`src/rtl/wb_arb_pkg.sv`:
```
// Shared defaults for the writeback port arbiter and its round-robin picker.
package wb_arb_pkg;

  localparam int N_REQ_DEF      = 4;
  localparam int ADDR_WIDTH_DEF = 5;
  localparam int DATA_WIDTH_DEF = 32;
  localparam int GID_W          = $clog2(N_REQ_DEF);

endpackage : wb_arb_pkg

```
`src/rtl/rr_picker.sv`:
```
// Combinational round-robin picker: first set bit of req at or after ptr, with wrap.
module rr_picker #(
  parameter  int N = 4,
  localparam int W = $clog2(N)
) (
  input  logic [N-1:0] req,
  input  logic [W-1:0] ptr,
  input  logic         en,
  output logic [N-1:0] grant,
  output logic [W-1:0] idx,
  output logic         any_grant
);

  // Wrap by explicit compare so non-power-of-two N stays in 0..N-1.
  function automatic logic [W-1:0] wrap_add(input logic [W-1:0] p, input int k);
    int s;
    s = int'(p) + k;
    if (s >= N) s = s - N;
    return W'(s);
  endfunction

  always_comb begin
    // NOTE: every output gets a default before the search so no latch is inferred.
    grant     = '0;
    idx       = '0;
    any_grant = 1'b0;
    for (int k = 0; k < N; k++) begin
      if (en && !any_grant && req[wrap_add(ptr, k)]) begin
        grant[wrap_add(ptr, k)] = 1'b1;
        idx                     = wrap_add(ptr, k);
        any_grant               = 1'b1;
      end
    end
  end

endmodule : rr_picker

```
`src/rtl/wb_arb_en_reg.sv`:
```
// Enable-gated register primitive used to build the arbiter's output stage.
module wb_arb_en_reg #(
  parameter int W = 1
) (
  input  logic         clk,
  input  logic         rst_aL,
  input  logic         en,
  input  logic [W-1:0] d,
  output logic [W-1:0] q
);

  // NOTE: sequential state is always written with non-blocking assignments.
  always_ff @(posedge clk or negedge rst_aL) begin
    if (!rst_aL)  q <= '0;
    else if (en)  q <= d;
  end

endmodule : wb_arb_en_reg

```
`src/rtl/wb_port_arbiter.sv`:
```
// Round-robin arbiter sharing one register-bank write port among N_REQ writeback units.
module wb_port_arbiter
  import wb_arb_pkg::*;
#(
  parameter int N_REQ      = N_REQ_DEF,
  parameter int ADDR_WIDTH = ADDR_WIDTH_DEF,
  parameter int DATA_WIDTH = DATA_WIDTH_DEF,
  parameter bit DROP_ZERO  = 1'b1
) (
  input  logic                          clk,
  input  logic                          rst_aL,
  input  logic [N_REQ-1:0]              req_valid,
  input  logic [N_REQ*ADDR_WIDTH-1:0]   req_addr,
  input  logic [N_REQ*DATA_WIDTH-1:0]   req_data,
  output logic [N_REQ-1:0]              req_ready,
  input  logic                          port_stall,
  output logic                          wr_en,
  output logic [ADDR_WIDTH-1:0]         wr_addr,
  output logic [DATA_WIDTH-1:0]         wr_data,
  output logic [$clog2(N_REQ)-1:0]      grant_id
);

  localparam int ID_W = $clog2(N_REQ);

  logic [ID_W-1:0]       ptr;
  logic [ID_W-1:0]       pick_idx;
  logic [N_REQ-1:0]      pick_grant;
  logic                  any_grant;
  logic [ADDR_WIDTH-1:0] sel_addr;
  logic [DATA_WIDTH-1:0] sel_data;
  logic                  en_d;
  logic [ADDR_WIDTH-1:0] addr_d;
  logic [DATA_WIDTH-1:0] data_d;
  logic [ID_W-1:0]       gid_d;

  // Gating with rst_aL keeps req_ready low for the whole reset window.
  rr_picker #(.N(N_REQ)) u_picker (
    .req       (req_valid),
    .ptr       (ptr),
    .en        (!port_stall && rst_aL),
    .grant     (pick_grant),
    .idx       (pick_idx),
    .any_grant (any_grant)
  );

  assign req_ready = pick_grant;
  assign sel_addr  = req_addr[int'(pick_idx)*ADDR_WIDTH +: ADDR_WIDTH];
  assign sel_data  = req_data[int'(pick_idx)*DATA_WIDTH +: DATA_WIDTH];

  always_ff @(posedge clk or negedge rst_aL) begin
    if (!rst_aL)        ptr <= '0;
    else if (any_grant) ptr <= (pick_idx == ID_W'(N_REQ-1)) ? '0 : pick_idx + 1'b1;
  end

  // Address/data/id hold when idle; only wr_en drops, so the bank sees a clean pulse.
  always_comb begin
    en_d   = any_grant && !(DROP_ZERO && (sel_addr == '0));
    addr_d = any_grant ? sel_addr : wr_addr;
    data_d = any_grant ? sel_data : wr_data;
    gid_d  = any_grant ? pick_idx : grant_id;
  end

  wb_arb_en_reg #(.W(1)) u_en_q (
    .clk(clk), .rst_aL(rst_aL), .en(1'b1), .d(en_d), .q(wr_en)
  );
  wb_arb_en_reg #(.W(ADDR_WIDTH)) u_addr_q (
    .clk(clk), .rst_aL(rst_aL), .en(1'b1), .d(addr_d), .q(wr_addr)
  );
  wb_arb_en_reg #(.W(DATA_WIDTH)) u_data_q (
    .clk(clk), .rst_aL(rst_aL), .en(1'b1), .d(data_d), .q(wr_data)
  );
  wb_arb_en_reg #(.W(ID_W)) u_gid_q (
    .clk(clk), .rst_aL(rst_aL), .en(1'b1), .d(gid_d), .q(grant_id)
  );

endmodule : wb_port_arbiter

```
`config.mk`:
```
export PLATFORM = sky130hd
export DESIGN_NAME = wb_port_arbiter
export DESIGN_NICKNAME = d
export VERILOG_FILES = /design/src/rtl/wb_arb_pkg.sv /design/src/rtl/rr_picker.sv /design/src/rtl/wb_arb_en_reg.sv /design/src/rtl/wb_port_arbiter.sv
export SDC_FILE = /design/constraint.sdc
export NUM_CORES = 1
export LEC_CHECK = 0
export BUFFER_PORTS_ARGS = -buffer_cell sky130_fd_sc_hd__buf_4
export CORE_MARGIN = 1.5
export CORE_UTILIZATION = 44
export CTS_CLUSTER_DIAMETER = 30
export DETAILED_ROUTE_END_ITERATION = 6
export PLACE_DENSITY_LB_ADDON = 0.25
export RECOVER_POWER = 100
export SYNTH_ARGS = -nofsm -noshare
export SYNTH_HDL_FRONTEND = slang
export SYNTH_SLANG_ARGS = --single-unit
```
`constraint.sdc`:
```
create_clock -name clk -period 4.05 [get_ports clk]
set_input_delay 0.2025 -clock clk [delete_from_list [all_inputs] [get_ports clk]]
set_output_delay 0.2025 -clock clk [all_outputs]
set_load 0.1 [all_outputs]
```
# Word level (Yosys, flattened, before mapping)
# Cells that the tools add are included.
[op_classes] addsub=8 multipliers=1 n_lt_le_gt_ge=16 eq_ne=1 shifts=2 n_mux=37 bitwise=3 reduce_logical=19
[ops] cell="variable part select 128 x 8 -> 32 bit" n=1
[ops] cell="two-way mux 2 bit" n=13
[ops] cell="less-than comparator 2 x 3 -> 1 bit, second input constant" n=8
[ops] cell="variable part select 20 x 6 -> 5 bit" n=1
[ops] cell="two-way mux 4 bit" n=4
[ops] cell="logical AND 1 bit" n=13
[ops] cell="two-way mux 1 bit" n=12
[ops] cell="OR 4 bit" n=3
[ops] cell=">= comparator 3 bit, second input constant" n=3
[ops] cell="binary-select mux 1 bit (select 2 bit)" n=4
[ops] cell="demux 1 bit (select 2 bit)" n=4
[ops] cell=">= comparator 2 x 1 -> 1 bit, second input constant" n=4
[ops] cell="subtractor 2 x 1 -> 2 bit, second input constant" n=4
[ops] cell="adder 2 x 2 -> 3 bit, second input constant" n=2
[ops] cell="zero test 1 bit" n=5
[ops] cell="zero test 5 bit" n=1
[ops] cell="multiplier 2 x 3 -> 5 bit, second input constant" n=1
[ops] cell="adder 2 x 1 -> 3 bit, second input constant" n=1
[ops] cell=">= comparator 2 x 3 -> 1 bit, second input constant" n=1
[ops] cell="adder 2 x 1 -> 2 bit, second input constant" n=1
[ops] cell="== test 2 bit, second input constant" n=1
[word_totals] regBits=42 input_bits=155 out_inout_bits=44 elab_cells=92

# Longest topological paths before layout
# Gate-level depths: netlist of run 1.
[logic_depth] depth_word=24 ltp_mapped=13 depth_no_buf=8

# Cells and area by module
# A second synthesis of run 1 with hierarchy kept.
[hier_totals] cells_unflattened=250 area_unflattened_um2=3674.8
[modules_own_cells] mod="wb_port_arbiter" instances=1 cells_each=99 area_per_inst_um2=1457.6
[modules_own_cells] mod="wb_arb_en_reg at u_data_q" instances=1 cells_each=68 area_per_inst_um2=1345.0
[modules_own_cells] mod="rr_picker" instances=1 cells_each=67 area_per_inst_um2=578.1
[modules_own_cells] mod="wb_arb_en_reg at u_addr_q" instances=1 cells_each=10 area_per_inst_um2=181.4
[modules_own_cells] mod="wb_arb_en_reg at u_gid_q" instances=1 cells_each=4 area_per_inst_um2=72.6
[modules_own_cells] mod="wb_arb_en_reg at u_en_q" instances=1 cells_each=2 area_per_inst_um2=40.0

# Least setup slack after synthesis of run 1
# No wires, ideal clock.
[synth_timing] kind="reg2out" startpoint="reg ptr[0]" endpoint="out req_ready[0]" arrival_time_ns=3.077 t_required_ns=3.848 setup_slack_ns=0.770 path_stages_with_launch=10 n_path_buf=2 path_cell_list="dfrtp_1 buf_2 clkinv_1 ha_1 buf_6 mux2_2 or4_4 a21boi_0 a22oi_1 nand2_1"
[synth_between] elab_chain_len=18 elab_cells_between_ends=67
[synth_lines] element="from (decl)" line="wb_port_arbiter.sv:25" source="logic [ID_W-1:0] ptr;"
[synth_lines] element="from (signal assigned)" line="wb_port_arbiter.sv:52" source="else if (any_grant) ptr <= (pick_idx == ID_W'(N_REQ-1)) ? '0 : pick_idx + 1'b1;"
[synth_lines] element="branches (longest 17 deep; another with adder 2 x 1 -> 3 bit)"
[synth_lines] element="two-way mux 4 bit (*)" line="rr_picker.sv:28" source="if (en && !any_grant && req[wrap_add(ptr, k)]) begin"
[synth_lines] element="to (decl)" line="wb_port_arbiter.sv:15" source="output logic [N_REQ-1:0] req_ready,"
# Mark *: on every way between the ends. The select of a mux whose other input is x is not followed.

# Worst setup path in the final report of run 1
[layout_timing] startpoint="reg ptr[0]" endpoint="out req_ready[3]"
# Same word-level chain as after synthesis.

==> reports/summary.log, run 1 <==
[grt] residual overflow from global routing 0
[final_layout] Area Overhead vs Synth 44.0%
[place] placed cell count 668
[timing] Clock Skews 0.00913 ns
[timing] post-layout min period 3.83 ns
[critical_path] worst setup path category reg -> out
[timing] final-report max-slew violation count 0
[drt] count of nets left with antenna violations after detail routing 0
[run_status] run status finished, final reports clean
[floorplan] Placeable Area 7290 um^2
[synthesis] post-synthesis instance area 3350 um^2
[final_layout] most common library cell in the layout ignoring fill and taps sky130_fd_sc_hd__buf_4
[floorplan] number of top-level design ports 199
[final_layout] non-filler instance count after layout 677
[timing] maximum clock rate 261 MHz
[final_layout] final layout net count 736
[final_layout] share of layout cells above drive strength 1 0.334
[grt] vias in the first global route 3923
[drt] number of DRC markers in iteration 0 229
[synthesis] Synth area leader sky130_fd_sc_hd__dfrtp_1
[synthesis] area fraction of the dominant cell type after synthesis 0.314
[power_and_ir_drop] total leakage power 0.00231 uW
[drt] wire length per cell 17.2 um
[synthesis] sequential share of the synthesized area 0.314
[flow_run] max-cap check violation count 0
[timing] setup TNS after final layout 0 ns
[synthesis] cell count after synthesis 401
[grt] first-pass GRT wire length 19000 um
[timing] pin slew with the least headroom to its limit 1.27 ns
[grt] Tot GR Track Use 0.283
[place] total of buffers placed on input and output ports 198
[final_layout] Fillers 697
[critical_path] worst setup path startpoint ptr[0]
[synthesis] syn nets 560
[cts] count of hold-fix buffers inserted at cts 1
[timing] final-report hold violation count 0
[synthesis] FFs w/ async S/R, synth 1.00
[cts] clock tree root driver cell sky130_fd_sc_hd__clkbuf_8
[worst_hold_path] type of the worst min-delay path in -> reg
[critical_path] Crit. End Element primary output
[critical_path] data arrival time of the worst path 3.63 ns
[synthesis] Unique masters post-synth 48
[worst_hold_path] min-delay src req_data[69]
[place] Post-DP HPWL 8840 um
[final_layout] top library cells by usage in the layout, fill and taps aside sky130_fd_sc_hd__buf_4, sky130_fd_sc_hd__nand2_1, sky130_fd_sc_hd__nand3_1
[grt] antenna violations before repair 0
[final_layout] count of antenna diodes in the layout 0
[cts] CTS tree done
[critical_path] startpoint class of the critical path flop
[synthesis] prevailing post-synth register cell sky130_fd_sc_hd__dfrtp_1
[drt] first-pass detailed-route iteration total 5
[critical_path] crit path max fanout 12
[floorplan] height of the die 90.3 um
[place] cell area after placement 4880 um^2
[timing] setup repair after global routing missed its margin no
[drt] number of remaining DRC errors 0
[timing] tightest slew margin relative to the limit 0.159
[timing] count of final setup violators 0
[cts] clock latency on the worst-skew pair 0.30 ns
[cts] CTS resizes 0
[power_and_ir_drop] IR drop worst, VDD 0.000565 V
[critical_path] Critical Path RT 3.85 ns
[cts] number of buffers created by CTS 5
[floorplan] Die Width 90.3 um
[place] global placer's final weighted congestion 0.856
[drt] total wirelength of the detailed-routed design 11600 um
[cts] total number of clock tree sinks 42
[synthesis] average cell area after synthesis 8.36 um^2
[cts] number of buffers between clock root and the deepest sink 2
[synthesis] count of flip-flops with a built-in enable after synthesis 0
[synthesis] number of warnings issued by yosys 0
[floorplan] Initial Util 0.460
[timing] fraction of the cycle the final worst path needs 0.947
[power_and_ir_drop] total power density per cell area 830 nW/um^2
[drt] Via-to-Cell Ratio 5.88
[synthesis] Yosys reg bits 42
[cts] CTS H-tree lvls 2
[drt] total number of vias 3980
[critical_path] source of the worst register-to-register timing path ptr[0]
[synthesis] Synth area leaders sky130_fd_sc_hd__dfrtp_1, sky130_fd_sc_hd__and3_1, sky130_fd_sc_hd__mux2i_1
[final_layout] post-layout instance area 4830 um^2
[cts] clock edge transition at the registers on the reported setup and hold paths 0.09 ns
[floorplan] die outline area 8150 um^2
[floorplan] row count 31
[grt] largest net degree at the start of global routing 50
[cts] post-CTS setup-driven buffer insertion count 0
synthesized netlist by cell type, types with 3 or more instances:
cell type / instances
sky130_fd_sc_hd__dfrtp_1: 42
sky130_fd_sc_hd__nand2b_1: 6
sky130_fd_sc_hd__mux2_2: 3
sky130_fd_sc_hd__mux2i_1: 27
sky130_fd_sc_hd__buf_2: 14
sky130_fd_sc_hd__nand2_1: 48
sky130_fd_sc_hd__clkbuf_1: 20
sky130_fd_sc_hd__nand3_1: 47
sky130_fd_sc_hd__a21oi_1: 4
sky130_fd_sc_hd__ha_1: 4
sky130_fd_sc_hd__and3_1: 46
sky130_fd_sc_hd__mux4_2: 4
sky130_fd_sc_hd__o21ai_0: 26
sky130_fd_sc_hd__o31ai_1: 23
sky130_fd_sc_hd__or4_1: 3
sky130_fd_sc_hd__a22oi_1: 8
sky130_fd_sc_hd__o21ai_1: 24
sky130_fd_sc_hd__o221ai_1: 13
sky130_fd_sc_hd__buf_4: 5
registers in the layout (all words and copies together) (netlist names):
register	cells
u_data_q.q	32
u_addr_q.q	5
ptr	2
u_gid_q.q	2
u_en_q.q	1
worst max-delay path: stages (launching register included):
cell and delay (ns):
sky130_fd_sc_hd__dfrtp_1 0.63, sky130_fd_sc_hd__clkinv_1 0.31, sky130_fd_sc_hd__ha_1 0.53, sky130_fd_sc_hd__mux2_2 0.39
sky130_fd_sc_hd__or3_1 0.42, sky130_fd_sc_hd__a21boi_0 0.49, sky130_fd_sc_hd__a22oi_1 0.18, sky130_fd_sc_hd__nand2_1 0.10
sky130_fd_sc_hd__buf_4 0.28
area by class of cell:
cell class / count / area [um^2] / area share
multi-input cells: 316 / 2120 / 0.439
repair buffers: 210 / 1440 / 0.297
well taps: 99 / 124 / 0.0257
inverters: 2 / 7.51 / 0.00156
clock buffers: 7 / 86.3 / 0.0179
clock inverters: 1 / 5.00 / 0.00104
flip-flops and latches: 42 / 1050 / 0.218
kinds of logic (layout without fill, tap and decap cells):
group / after synthesis / after routing / share of synthesized area
AOI/OAI and AO/OA: 110 / 110 / 0.220
xor gates and xnor gates: 1 / 1 / 0.00261
adders and majority gates: 4 / 4 / 0.0149
buffers and inverters: 43 / 220 / 0.0635
DFF: 42 / 42 / 0.314
muxes: 38 / 38 / 0.133
and+or+nand+nor: 163 / 163 / 0.253
worst paths after layout:
kind,endpoint,slack (ns),depth (start not counted)
hold reg to reg,u_data_q.q[18],0.48,2
setup / recovery,req_ready[3],0.22,8
min in group asynchronous,u_data_q.q[27],0.49,2
hold / removal,u_data_q.q[5],0.22,3
setup reg to reg,u_data_q.q[11],0.30,9
max in group asynchronous,u_data_q.q[6],2.65,3
report_power, final:
part,internal [uW],total (uW),switching (uW)
Combinational,635,2940,2300
Clock,138,288,150
Sequential,628,783,155
Total,1400,4010,2610
routing by layer:
metal,GRT usage,part of all wire,vias up
li1,-,-,1857
met1,0.340,0.38,1897
met2,0.506,0.51,206
met3,0.0606,0.081,20
met4,0.0847,0.025,0
met5,0,0,-
metrics by stage:
step	utilization	worst slack [ns]	total power, uW	hold slack, ns
floorplan	-	0.770	3200	-0.0931
global placement	0.669	0.479	3860	0.0552
detailed placement	0.669	0.345	3910	0.0542
CTS	0.683	0.236	4200	0.213
global route	0.662	0.0201	4200	0.223
finish	0.662	0.215	4010	0.216
Note: power is estimated with default switching activity, not from simulation.
==> run 2, diff against run 1 <==
==> constraint.sdc (replaced) <==
create_clock -name clk -period 4.2 [get_ports clk]
set_input_delay 0.21 -clock clk [delete_from_list [all_inputs] [get_ports clk]]
set_output_delay 0.21 -clock clk [all_outputs]
set_load 0.1 [all_outputs]
==> reports/summary.log, run 2 (synthesized netlist as in run 1, its figures left out) <==
[run_status] run status finished, final reports clean
[drt] total wirelength of the detailed-routed design 11300 um
[worst_hold_path] type of the worst min-delay path in -> reg
[final_layout] most common library cell in the layout ignoring fill and taps sky130_fd_sc_hd__buf_4
[final_layout] Sequential cell area 1050 um^2
[cts] total number of clock tree sinks 42
[power_and_ir_drop] internal cell power 1320 uW
[grt] Tot GR Track Use 0.267
[drt] total number of vias 3881
[cts] CTS H-tree lvls 2
[cts] CTS tree done
[final_layout] count of antenna diodes in the layout 0
[grt] first-pass GRT wire length 17900 um
[timing] final-report hold violation count 0
[power_and_ir_drop] total leakage power 0.00230 uW
[power_and_ir_drop] net switching power figure 2480 uW
[grt] residual overflow from global routing 0
[timing] tightest slew margin relative to the limit 0.168
[final_layout] top library cells by usage in the layout, fill and taps aside sky130_fd_sc_hd__buf_4, sky130_fd_sc_hd__nand2_1, sky130_fd_sc_hd__nand3_1
[critical_path] data arrival time of the worst path 3.55 ns
[grt] antenna violations before repair 0
[power_and_ir_drop] IR drop worst, VDD 0.000495 V
[power_and_ir_drop] Sw Share 0.653
[final_layout] area of the multi-input gates 2100 um^2
[drt] Via-to-Cell Ratio 5.74
[power_and_ir_drop] clock power share 0.067
[place] worst slack after detailed placement 0.546 ns
[grt] largest net degree at the start of global routing 50
[final_layout] non-filler instance count after layout 676
[timing] fraction of the cycle the final worst path needs 0.896
[cts] clock edge transition at the registers on the reported setup and hold paths 0.08 ns
[final_layout] register ranked first by flip-flop count u_data_q.q
[final_layout] biggest regs u_data_q.q: 32 flops, u_addr_q.q: 5 flops
[cts] clock latency on the worst-skew pair 0.29 ns
[timing] count of final setup violators 0
[place] Post-DP HPWL 8490 um
[cts] number of buffers created by CTS 5
[final_layout] Core Util, Final 0.657
[critical_path] crit path max fanout 12
[power_and_ir_drop] Reg power frac 0.197
[place] placed cell count 668
[power_and_ir_drop] proportion of power drawn by combinational gates 0.736
[drt] number of DRC markers in iteration 0 272
[floorplan] Placeable Area 7290 um^2
[drt] count of nets left with antenna violations after detail routing 0
[floorplan] number of top-level design ports 199
[timing] minimum setup slack in the final design 0.437 ns
[critical_path] worst setup path category reg -> out
[cts] clock tree root driver cell sky130_fd_sc_hd__clkbuf_8
[drt] number of remaining DRC errors 0
[floorplan] Initial Util 0.460
[timing] post-layout min period 3.76 ns
[cts] CTS resizes 0
[place] global placer's final weighted congestion 0.818
[power_and_ir_drop] total power density per cell area 795 nW/um^2
[critical_path] Crit. End Element primary output
[final_layout] number of flip-flops in the largest register 32
[place] total of buffers placed on input and output ports 198
[critical_path] startpoint class of the critical path flop
[timing] final-report max-slew violation count 0
[final_layout] Fillers 690
[floorplan] height of the die 90.3 um
[timing] Clock Skews 0.0123 ns
[final_layout] final layout net count 736
[drt] wire length per cell 16.6 um
[final_layout] Area Overhead vs Synth 42.9%
[critical_path] Critical Path RT 3.99 ns
[timing] worst hold-check slack 0.233 ns
[grt] vias in the first global route 3661
[cts] number of buffers between clock root and the deepest sink 2
[drt] first-pass detailed-route iteration total 5
[timing] setup TNS after final layout 0 ns
[floorplan] Die Width 90.3 um
[timing] setup repair after global routing missed its margin no
[timing] maximum clock rate 266 MHz
[flow_run] max-cap check violation count 0
[timing] pin slew with the least headroom to its limit 1.25 ns
[floorplan] row count 31
[final_layout] share of layout cells above drive strength 1 0.331
[floorplan] die outline area 8150 um^2
[run 2: cell count changes in the layout (fill, tap and decap cells not counted), sizes merged]
cell      before  now
clkinvlp       0    1
clkinv         2    1
clkbuf        49   48
[run 2: per-layer routing]
metal	GRT usage	wire length, um	vias to the layer above
li1	-	-	1857
met1	0.342	4460	1807
met4	0.0873	275	0
met2	0.446	5570	199
met3	0.0589	948	18
met5	0	0	-
[run 2: power by group through the flow]
stage          clock [uW]  sequential (uW)  combinational [uW]
2_1_floorplan           0             2130                 958
6_report              254              750                2800
4_1_cts               257              755                2990
5_1_grt               268              778                2940
3_3_place_gp            0              752                2970
3_5_place_dp            0              758                2990
[run 2: cell type report]
type / instances / share of cell area
multi-input cells: 316 / 0.439
repair buffers: 210 / 0.297
flip-flops and latches: 42 / 0.219
well taps: 99 / 0.0259
clock buffers: 6 / 0.0152
clock inverters: 1 / 0.00157
inverters: 2 / 0.00157
[run 2: final timing paths]
check / start / end / slack, ns / cells past startpoint
worst max-delay path: ptr[0] / req_ready[1] / 0.44 / 8
worst min register to register: u_data_q.q[18] / u_data_q.q[18] / 0.48 / 2
worst min-delay path: req_data[69] / u_data_q.q[5] / 0.23 / 3
worst max register to register: ptr[0] / u_addr_q.q[2] / 0.47 / 8
max in group asynchronous: rst_aL / u_data_q.q[29] / 3.37 / 2
min in group asynchronous: rst_aL / u_data_q.q[16] / 0.44 / 2
[run 2: through the flow]
stage          power [uW]  area (um^2)
4_1_cts              4010         4960
5_1_grt              3990         4790
6_report             3810         4790
2_1_floorplan        3080         3350
3_5_place_dp         3750         4870
3_3_place_gp         3720         4870
[run 2: timing repair]
| action | in CTS | in global routing |
|---|---|---|
| hold buffers | 1 | 0 |
| hold endpoints to repair | 42 | 0 |
| setup buffers | 0 | 0 |
[run 2: worst max-delay path, stage by stage, from the launching register on]
cell	delay, ns
sky130_fd_sc_hd__dfrtp_1	0.61
sky130_fd_sc_hd__clkinv_1	0.28
sky130_fd_sc_hd__ha_1	0.52
sky130_fd_sc_hd__mux2_1	0.39
sky130_fd_sc_hd__or4_4	0.44
sky130_fd_sc_hd__a21boi_0	0.46
sky130_fd_sc_hd__a22oi_1	0.18
sky130_fd_sc_hd__nand2_1	0.10
sky130_fd_sc_hd__buf_4	0.28
